===== config.mk =====
export PLATFORM = sky130hd
export DESIGN_NAME = duty_setpoint_ctrl
export DESIGN_NICKNAME = d
export VERILOG_FILES = /design/src/rtl/duty_setpoint_ctrl.sv
export SDC_FILE = /design/constraint.sdc
export NUM_CORES = 1
export LEC_CHECK = 0
export ABC_AREA = 0
export CORE_MARGIN = 10
export CORE_UTILIZATION = 55
export DETAILED_ROUTE_END_ITERATION = 16
export PLACE_DENSITY = 0.85
export SETUP_SLACK_MARGIN = 0.1
export SLEW_MARGIN = 20
export SYNTH_ARGS = -nofsm -noshare
export SYNTH_HDL_FRONTEND = slang
export SYNTH_SLANG_ARGS = --single-unit

===== constraint.sdc =====
create_clock -name clkm -period 6.1 [get_ports clkm]
set_input_delay 1.83 -clock clkm [delete_from_list [all_inputs] [get_ports clkm]]
set_output_delay 1.83 -clock clkm [all_outputs]
set_load 0.02 [all_outputs]

===== src/rtl/duty_setpoint_ctrl.sv =====
// Up/down duty-cycle setpoint register with edge-qualified stepping, hold-to-ramp
// auto-repeat, fine/coarse step select, clamped preset load and limit/change flags.
module duty_setpoint_ctrl #(
    parameter int WIDTH       = 10,
    parameter int MAX_VAL     = 1000,
    parameter int MIN_VAL     = 0,
    parameter int RST_VAL     = 0,
    parameter int COARSE_STEP = 25,
    parameter int FINE_STEP   = 1,
    parameter int HOLD_CYC    = 50,
    parameter int RPT_CYC     = 10
) (
    input  logic             clkm,
    input  logic             reset,
    input  logic             inc,
    input  logic             dec,
    input  logic             fine,
    input  logic             load,
    input  logic [WIDTH-1:0] load_val,
    output logic [WIDTH-1:0] duty,
    output logic             at_max,
    output logic             at_min,
    output logic             changed
);

    localparam int CNT_MAX = (HOLD_CYC > RPT_CYC) ? HOLD_CYC : RPT_CYC;
    localparam int CW      = $clog2(CNT_MAX + 1);

    localparam logic [WIDTH:0] MAX_W = (WIDTH+1)'(MAX_VAL);
    localparam logic [WIDTH:0] MIN_W = (WIDTH+1)'(MIN_VAL);
    localparam logic [WIDTH:0] RST_W = (WIDTH+1)'(RST_VAL);

    typedef enum logic [1:0] {IDLE, HOLD, REPEAT} state_t;

    state_t           state_reg, state_next;
    logic [CW-1:0]    cnt_reg, cnt_next;
    logic             dir_reg, dir_next;
    logic             inc_q, dec_q;
    logic [WIDTH-1:0] duty_reg, duty_next;
    logic             at_max_reg, at_min_reg, changed_reg;

    logic             up, dn, up_edge, dn_edge, step_evt;
    logic [WIDTH:0]   step_w, duty_w, sum_w, up_val, dn_val, ld_w, ld_clamp, duty_sel;

    // Edges are taken on the raw buttons, so releasing one side of a conflict
    // never looks like a fresh press of the other.
    assign up      = inc & ~dec;
    assign dn      = dec & ~inc;
    assign up_edge = up & ~inc_q;
    assign dn_edge = dn & ~dec_q;

    // All arithmetic one bit wider than duty so a step can never wrap.
    assign step_w = fine ? (WIDTH+1)'(FINE_STEP) : (WIDTH+1)'(COARSE_STEP);
    assign duty_w = {1'b0, duty_reg};
    assign sum_w  = duty_w + step_w;
    assign up_val = (sum_w > MAX_W) ? MAX_W : sum_w;
    assign dn_val = (duty_w < (MIN_W + step_w)) ? MIN_W : (duty_w - step_w);

    assign ld_w     = {1'b0, load_val};
    assign ld_clamp = (ld_w > MAX_W) ? MAX_W : ((ld_w < MIN_W) ? MIN_W : ld_w);

    always_comb begin
        state_next = state_reg;
        cnt_next   = cnt_reg;
        dir_next   = dir_reg;
        step_evt   = 1'b0;
        case (state_reg)
            IDLE: begin
                if (up_edge || dn_edge) begin
                    step_evt   = 1'b1;
                    dir_next   = up_edge;
                    cnt_next   = CW'(1);
                    state_next = HOLD;
                end
            end
            HOLD: begin
                if (dir_reg ? up : dn) begin
                    if (cnt_reg == CW'(HOLD_CYC)) begin
                        step_evt   = 1'b1;
                        cnt_next   = CW'(1);
                        state_next = REPEAT;
                    end else begin
                        cnt_next = cnt_reg + CW'(1);
                    end
                end else begin
                    cnt_next   = '0;
                    state_next = IDLE;
                end
            end
            REPEAT: begin
                if (dir_reg ? up : dn) begin
                    if (cnt_reg == CW'(RPT_CYC)) begin
                        step_evt = 1'b1;
                        cnt_next = CW'(1);
                    end else begin
                        cnt_next = cnt_reg + CW'(1);
                    end
                end else begin
                    cnt_next   = '0;
                    state_next = IDLE;
                end
            end
            default: begin
                cnt_next   = '0;
                state_next = IDLE;
            end
        endcase

        duty_sel = duty_w;
        if (load) begin
            duty_sel   = ld_clamp;
            cnt_next   = '0;
            state_next = IDLE;
        end else if (step_evt) begin
            duty_sel = dir_next ? up_val : dn_val;
        end
        duty_next = duty_sel[WIDTH-1:0];
    end

    always_ff @(posedge clkm or posedge reset) begin
        if (reset) begin
            state_reg   <= IDLE;
            cnt_reg     <= '0;
            dir_reg     <= 1'b0;
            inc_q       <= 1'b0;
            dec_q       <= 1'b0;
            duty_reg    <= RST_W[WIDTH-1:0];
            at_max_reg  <= (RST_VAL == MAX_VAL);
            at_min_reg  <= (RST_VAL == MIN_VAL);
            changed_reg <= 1'b0;
        end else begin
            state_reg   <= state_next;
            cnt_reg     <= cnt_next;
            dir_reg     <= dir_next;
            inc_q       <= inc;
            dec_q       <= dec;
            duty_reg    <= duty_next;
            at_max_reg  <= ({1'b0, duty_next} == MAX_W);
            at_min_reg  <= ({1'b0, duty_next} == MIN_W);
            changed_reg <= (duty_next != duty_reg);
        end
    end

    assign duty    = duty_reg;
    assign at_max  = at_max_reg;
    assign at_min  = at_min_reg;
    assign changed = changed_reg;

endmodule


==> flow_metrics.py <==
metrics = {
    "sta": {
        "slew_viol_final": 0,
        "worstMarginPinSlew_ns": 0.9276,
        "rsz0062_at_grt": "no",
        "fin_worst_skew_ns": 0.003553,
        "setup_viol": 0,
        "final.period_utilization_pct": 82.70,
        "tns_ns": 0,
        "maxSlewHeadroom_pct": 38.09,
        "fin_hold_ws_ns": 0.5705,
        "fmax_mhz": 198.2,
        "final_hold_viol_count": 0,
        "fin_crit_ns": 5.045,
    },
    "setup_path": {
        "cp-endpoint": "at_max$_DFF_PP0_",
        "startpoint_type": "input port",
        "required_ns": 6.30,
        "worstRegToRegCells": 11,
        "reg2reg_setup_slack_ns": 2.54,
        "cp_max_fo": 13,
        "criticalPathCategory": "in2reg",
        "r2r-end": "at_max$_DFF_PP0_",
        "startpoint": "fine",
        "reg2reg_from": "state_reg[1]$_DFFE_PP0P_",
        "end_kind": "flip-flop",
        "cp.arrival_ns": 5.25,
    },
    "clock_network": {
        "cts_setup_buffers": 0,
        "cts_tree": "done",
        "cts_buffer_depth": 2,
        "cts.sinks": 24,
        "cts_inserted_buffers": 3,
        "clkSlewWorstSetupHoldPaths_ns": 0.10,
        "root_buffer": "clkbuf_8",
        "htreeDepth": 1,
        "hold_buffers": 0,
        "cts_resized": 0,
        "insertion_delay_ns": 0.29,
    },
    "cells_and_area": {
        "finalCoreUtilization_pct": 65.77,
        "syn_to_final_growth_pct": 13.07,
        "layout_commonest_cell": "nand2_1",
        "insertedDiodeCount": 0,
        "nNetsFinal": 374,
        "largest_register_ffs": 10,
        "fin_area_um2": 2923,
        "layout_common_cells": "31 x nand2_1, 28 x clkdlybuf4s50_1, 24 x nor2_1",
        "drive_gt1_share_pct": 6.377,
        "instances_no_fill": 397,
    },
    "detailed_routing": {
        "vias_per_cell": 6.856,
        "wl_per_cell_um": 19.31,
        "antenna_left": 0,
        "vias": 2722,
        "wl_mm": 7.668,
        "drtPass1Iterations": 6,
        "drc": 0,
        "drtIter0Drc": 336,
    },
    "power_and_ir_drop": {
        "internal_power_uw": 389.7,
        "p_leak_nw": 1.186,
        "p_per_area_nw_per_um2": 231.6,
        "swShare_pct": 42.44,
        "power_switching_uw": 287.3,
        "pwr-share-clk_pct": 22.1,
        "p_comb_share_pct": 45.8,
        "power_frac_seq_pct": 32.1,
        "vdd_drop_max_mv": 0.1400,
    },
    "global_route": {
        "overflow": 0,
        "antenna_found_initial": 0,
        "grtUsageTotal_pct": 19.84,
        "grt_pass1_wl_mm": 12.52,
        "grt_max_degree": 32,
        "first_global_vias": 2557,
    },
    "floorplan": {
        "dieArea_um2": 7842,
        "rows": 24,
        "start_util_pct": 58.16,
        "die_w_um": 88.56,
        "io_pins": 29,
        "core_area_um2": 4444,
        "fp.dieH_um": 88.56,
    },
    "yosys": {
        "synthArstFlopShare_pct": 100.0,
        "synthesis.area_um2": 2585,
        "syn_nets": 358,
        "avgSynthCellArea_um2": 7.833,
        "seq_area_frac_synth_pct": 23.28,
        "ys_types": 75,
        "synth-edff-count": 0,
        "synth_warnings": 0,
        "synth_ff_type": "dfrtp_1",
        "postSynthRegisterBits": 24,
        "syn_inst": 330,
    },
    "place": {
        "io_buffers": 28,
        "dp_cells": 393,
        "dp_hpwl_mm": 5.685,
        "gp_congestion": 1.001,
        "postPlaceCellArea_um2": 2851,
    },
    "hold_path": {
        "min_path_type": "reg2reg",
    },
    "outcome": {
        "run_status": "complete, no violations",
    },
    "run": {
        "max-cap-violations": 0,
    },
}
-- final cells by class --
| cell class | count | area [um^2] |
|---|---|---|
| Multi-Input combinational cell | 271 | 1832 |
| Fill cell | 400 | 1521 |
| Sequential cell | 24 | 601.8 |
| Timing Repair Buffer | 29 | 287.8 |
| Inverter | 17 | 65.06 |
| Tap cell | 52 | 65.06 |
| Clock buffer | 3 | 41.29 |
| Clock inverter | 1 | 30.03 |
-- per-layer routing --
metal  global-route usage, %  vias up  wire length [um]
li1                        -     1281                 -
met1                   23.74     1274              3137
met2                   34.76      142              3775
met3                   3.860       25               593
met5                       0        -                 0
met4                   6.461        0               162
-- synthesized netlist by cell type, drive strengths merged, types with 4 or more instances --
library cell | count | area [um^2]
xor2 | 5 | 43.79
dfrtp | 23 | 575.6
inv | 16 | 60.06
a21boi | 5 | 37.54
a31oi | 5 | 31.28
a21o | 5 | 37.54
a21oi | 21 | 105.1
and3b | 5 | 43.79
ha | 12 | 150.1
nor2b | 4 | 25.02
nand3b | 5 | 37.54
o22ai | 5 | 31.28
o31ai | 7 | 52.55
clkbuf | 13 | 48.80
nor2 | 24 | 90.09
and3 | 7 | 43.79
xnor2 | 7 | 61.31
nand4 | 4 | 25.02
nor3b | 4 | 35.03
nor3 | 11 | 55.05
nor4 | 5 | 37.53
o21ai | 18 | 93.84
buf | 5 | 37.53
or3 | 4 | 25.02
nand3 | 15 | 75.07
o211ai | 4 | 30.03
nand2 | 32 | 122.6
-- critical path, cell delays in order --
cell             delay, ns
clkdlybuf4s50_1       0.51
inv_1                 0.07
ha_1                  0.52
inv_1                 0.19
a221oi_4              0.43
and3_1                0.36
nand2b_1              0.22
nor2_1                0.10
a31oi_1               0.26
or4b_4                0.51
nor4_2                0.24
-- power by group through the flow --
stage	logic (mW)	registers, mW	clock network, mW
final	0.310	0.217	0.149
after detailed placement	0.303	0.219	0
after CTS	0.305	0.216	0.149
after global routing	0.339	0.220	0.157
after global placement	0.298	0.218	0
after floorplan	0.226	0.206	0
-- stage by stage --
| stage | power [mW] | setup slack [ns] |
|---|---|---|
| after global placement | 0.5164 | 0.9138 |
| after global routing | 0.7160 | 0.9175 |
| after detailed placement | 0.5216 | 0.8380 |
| after CTS | 0.6696 | 1.128 |
| final | 0.6770 | 1.055 |
| after floorplan | 0.4318 | 1.707 |
-- cells by family (layout without fill, tap and decap cells) --
family | after synthesis | in the layout | share of synthesized area (%)
buf+inv | 35 | 50 | 5.857
flops | 24 | 24 | 23.28
mux | 1 | 1 | 0.3872
compound gates | 103 | 103 | 29.29
simple gates | 143 | 143 | 31.32
fa+ha+maj | 12 | 12 | 5.808
xor+xnor | 12 | 12 | 4.066
-- worst min-delay path by stage --
stage                                   startpoint                       end  slack [ns]  cells past startpoint
after CTS                   cnt_reg[1]$_DFFE_PP0P_    cnt_reg[1]$_DFFE_PP0P_        0.58                      2
after global routing      state_reg[1]$_DFFE_PP0P_  state_reg[1]$_DFFE_PP0P_        0.62                      2
after global placement      cnt_reg[1]$_DFFE_PP0P_    cnt_reg[1]$_DFFE_PP0P_        0.54                      2
final                       cnt_reg[1]$_DFFE_PP0P_    cnt_reg[1]$_DFFE_PP0P_        0.57                      2
after detailed placement    cnt_reg[1]$_DFFE_PP0P_    cnt_reg[1]$_DFFE_PP0P_        0.55                      2
after floorplan             cnt_reg[1]$_DFFE_PP0P_    cnt_reg[1]$_DFFE_PP0P_        0.51                      2
(Power assumes the default switching activity.)
==> RTL edit 1: new RTL, same flow settings <==
Make the reset (`reset`) synchronous in one clocked block.
--- a/src/rtl/duty_setpoint_ctrl.sv
+++ b/src/rtl/duty_setpoint_ctrl.sv
@@ -117,7 +117,7 @@
         duty_next = duty_sel[WIDTH-1:0];
     end
 
-    always_ff @(posedge clkm or posedge reset) begin
+    always_ff @(posedge clkm) begin
         if (reset) begin
             state_reg   <= IDLE;
             cnt_reg     <= '0;
Formal check against the unedited RTL: differs if reset is asserted again (counterexample within 4 cycles, from zero or initial values and one cycle with reset high); with reset held inactive, the same outputs for 10 cycles.
==> RTL edit 1 against the unedited design <==
- area after synthesis fell by 3.0%
- critical endpoint is now at_max$_SDFF_PP0_
- power shrank 16%
- largest cell class unchanged
- highest routed layer unchanged
- wire length is 8.1% lower
- final area down 4.0%
- worst setup slack improved by 200 ps
- sequential cell count did not move
- clock power is 4% lower
==> RTL edit 1: results (changes against the unedited design) <==
- Vias in the first global route: 2420 (-5.4%)
- GRT Overall Usage: 0.182 (-0.0159)
- GRT met3 Usage: 0.0337 (-0.00490)
- Share of cells above drive strength 1: 0.0868 (+0.0231)
- Clock power frac: 0.252 (+0.031)
- HPWL after DPL: 5.28 mm (-7.1%)
- Pwr/cell area: 203 nW/um^2 (-12%)
- H-tree Lvls: 1 (unchanged)
- Drt initial violations: 357 (+6.3%)
- Net Count, Synth: 349 (-2.5%)
- WHS: 561 ps (-9.30 ps)
- Hold EP: cnt_reg[1]$_SDFFE_PP0P_
- Critical path's top delay family: compound AO/OA/AOI/OAI gates
- Crit path DAT: 5070 ps (-180 ps)
- GR Util met1: 0.243 (+0.00520)
- WL final: 7.05 mm (-8.1%)
- Worst VDD drop: 0.154 mV (+9.9%)
- Met2 WL: 3.20 mm (-15%)
- Synth cell types: 80 (+6.7%)
- Via/cell ratio: 6.81 (-0.70%)
- Register area share after synthesis: 0.192 (-0.0412)
- Max Clock Skew: 3.14 ps (-0.416 ps)
- Final nets: 363 (-2.9%)
- Leak: 1.01 nW (-15%)
- Switching pwr: 0.000216 W (-25%)
- Critical-path top delay cell: clkdlybuf4s50_1
- Met3 WL: 537 um (-9.4%)
- Async SR Flop Fraction: 0 (-1.00)
- Top post-synthesis cells by count: 32 x nor2_1, 28 x nand2_1, 24 x dfxtp_1
- FILL cells: 378 (-5.5%)
- Cells on worst reg2reg path: 9 (-2)
- Min-delay src: cnt_reg[1]$_SDFFE_PP0P_
- Critical path peak fanout: 9 (-4)
- Status: finished, final reports clean
- Area contributors post-synth: dfxtp_1 19%, ha_1 6.0%, nor2_1 4.8%, nand2_1 4.2%, a21oi_1 3.2%
- GP Congestion: 0.967 (-3.4%)
- Slew HR: 0.362 (-0.0188)
- Largest net degree at the start of global routing: 25 (-22%)
- RR Startpoint: duty[3]$_SDFF_PP0_
- Setup crit end: at_max$_SDFF_PP0_
- Min-Delay Path Class: reg -> reg
- First-pass GRT wire length: 11.7 mm (-6.6%)
- DRT Pass-1 Iters: 5 (-1)
- Flop+latch power: 0.000190 W (-12%)
## RTL edit 1: changes by cell type after synthesis, sizes merged, moves of 5 or more
cell    delta
nor3       +5
inv        -5
buf        +7
clkbuf     -5
nor2       +9
nor2b      +5
dfxtp     +24
dfrtp     -23
## RTL edit 1: through the flow
stage	cells	setup WS [ps]	utilization
after floorplan	321	1950	-
after global placement	382	1140	0.624
after detailed placement	382	994	0.624
after CTS	386	1270	0.640
after global routing	386	1090	0.640
final	386	1250	0.640
## RTL edit 1: final cells by class
class	instances	area share
inverter	11	0.0147
tap	52	0.0232
sequential	24	0.171
timing repair buffer	29	0.103
clock inverter	1	0.0107
clock buffer	3	0.0147
multi-input combinational	266	0.663
## RTL edit 1: logic make-up after synthesis
| logic type | count (synthesis) | synth area share |
|---|---|---|
| buf+inv | 31 | 0.0664 |
| mux | 5 | 0.0205 |
| simple gates | 134 | 0.291 |
| flops | 24 | 0.192 |
| compound gates | 99 | 0.315 |
| fa+ha+maj | 12 | 0.0599 |
| xor+xnor | 16 | 0.0559 |
==> RTL edit 2: new RTL, same settings <==
Without the edit above. Change the parameter `WIDTH` from 10 to 5.
--- a/src/rtl/duty_setpoint_ctrl.sv
+++ b/src/rtl/duty_setpoint_ctrl.sv
@@ -1,7 +1,7 @@
 // Up/down duty-cycle setpoint register with edge-qualified stepping, hold-to-ramp
 // auto-repeat, fine/coarse step select, clamped preset load and limit/change flags.
 module duty_setpoint_ctrl #(
-    parameter int WIDTH       = 10,
+    parameter int WIDTH       = 5,
     parameter int MAX_VAL     = 1000,
     parameter int MIN_VAL     = 0,
     parameter int RST_VAL     = 0,
Ports: changed (resized duty and load_val); port bits go from 29 to 19. No check against the original RTL was run, so the function may have changed too.
==> RTL edit 2 against the unedited design <==
- global-route usage shrank 4.8 points
- count of clock-buffer cells in the layout rose by 1
- largest cell class unchanged
- final area decreased by 36%
- sequential cell count down 6
- area after synthesis is 36% lower
- critical endpoint is now at_min$_DFF_PP1_
- via count shrank 45%
- fmax is 17% higher
- power decreased by 43%
- worst setup slack improved by 720 ps
- wire length shrank 47%
- combinational power down 46%
==> RTL edit 2: results (changes against the unedited design) <==
- Worst Hold Depth: 1 (-1)
- Grt met2 use: 0.241 (-0.107)
- R2r setup slk: 3030 ps (+490 ps)
- DRT Pass-1 Iters: 4 (-2)
- Drt initial violations: 239 (-29%)
- Max Clock Skew: 12.5 ps (+8.96 ps)
- FILL cells: 215 (-46%)
- M1 wire length: 1.79 mm (-43%)
- Area contributors post-synth: dfrtp_1 26%, ha_1 9.0%, nor2_1 4.5%, nand2_1 4.1%, a21oi_1 3.6%
- Worst Max-Slew Pin Slew: 714 ps (-214 ps)
- Syn_area_per_cell: 8.40 um^2 (+7.3%)
- Buffers on Ports: 17 (-39%)
- Min-delay src: cnt_reg[3]$_DFFE_PP0P_
- Cells on worst reg2reg path: 9 (-2)
- Logic pwr share: 0.429 (-0.029)
- Net Count, Synth: 221 (-38%)
- Critical path peak fanout: 13 (unchanged)
- GP Congestion: 0.847 (-15%)
- Yosys warns: 0 (unchanged)
- Share of cells above drive strength 1: 0.0857 (+0.0219)
- P_int: 0.000237 W (-39%)
- First-pass GRT wire length: 6.85 mm (-45%)
- Crit path DAT: 4530 ps (-720 ps)
- RR Startpoint: state_reg[0]$_DFFE_PP0P_
- Leak: 0.774 nW (-35%)
- Top post-synthesis cells by count: 20 x nor2_1, 18 x nand2_1, 17 x dfrtp_1
- GRT Overall Usage: 0.150 (-0.0482)
- Synth cell types: 59 (-21%)
- GRT met3 Usage: 0.0342 (-0.00444)
- Final nets: 234 (-37%)
- Largest net degree at the start of global routing: 24 (-25%)
- CTS clk-pin slew, worst paths: 120 ps (+20 ps)
- WL final: 4.09 mm (-47%)
- RR Endpoint: at_min$_DFF_PP1_
- Vias in the first global route: 1494 (-42%)
- Power Clock: 0.0000763 W (-49%)
- Met3 WL: 269 um (-55%)
- Max FFs per register: 6 (-4)
- Via/cell ratio: 6.26 (-8.7%)
- Status: finished, final reports clean
- Overall Power: 0.000387 W (-43%)
- Clock tree root buffer cell: clkbuf_4
- Met2 WL: 1.97 mm (-48%)
- HPWL after DPL: 3.14 mm (-45%)
- Worst VDD drop: 0.159 mV (+13%)
-- RTL edit 2: cell count changes after synthesis, moves of 5 or more --
| cell | unedited run | this run |
|---|---|---|
| a21oi_1 | 21 | 12 |
| and3_1 | 7 | 1 |
| clkbuf_1 | 13 | 7 |
| dfrtp_1 | 23 | 17 |
| inv_1 | 16 | 10 |
| nand2_1 | 31 | 18 |
| nand3_1 | 15 | 5 |
| o21ai_0 | 17 | 11 |
| o22ai_1 | 5 | 0 |
-- RTL edit 2: kinds of logic after synthesis --
group | share of synthesized area
xor+xnor | 0.0526
buf+inv | 0.0496
other cells | 0.00225
compound gates | 0.268
simple gates | 0.240
flops | 0.271
fa+ha+maj | 0.0902
mux | 0.0256
-- RTL edit 2: worst min path at each step --
| stage | endpoint | slack [ps] |
|---|---|---|
| floorplan | cnt_reg[2]$_DFFE_PP0P_ | 490 |
| global placement | cnt_reg[1]$_DFFE_PP0P_ | 510 |
| detailed placement | cnt_reg[5]$_DFFE_PP0P_ | 540 |
| CTS | cnt_reg[2]$_DFFE_PP0P_ | 560 |
| global route | cnt_reg[5]$_DFFE_PP0P_ | 580 |
| finish | cnt_reg[3]$_DFFE_PP0P_ | 560 |
-- RTL edit 2: area by class of cell --
cell class	instances	area [um^2]	share of cell area
sequential	18	452	0.242
clock buffer	4	36.3	0.0195
timing repair buffer	17	170	0.0913
tap	31	38.8	0.0208
inverter	10	37.5	0.0201
multi-input combinational	161	1130	0.606
-- RTL edit 2: through the flow --
step	hold slack, ps	instance area (um^2)	utilization	setup slack [ps]
5_1_grt	581	1860	0.659	1660
3_3_place_gp	510	1830	0.646	1630
3_5_place_dp	536	1830	0.646	1530
6_report	557	1860	0.659	1770
4_1_cts	560	1860	0.659	1820
2_1_floorplan	486	1660	-	2330
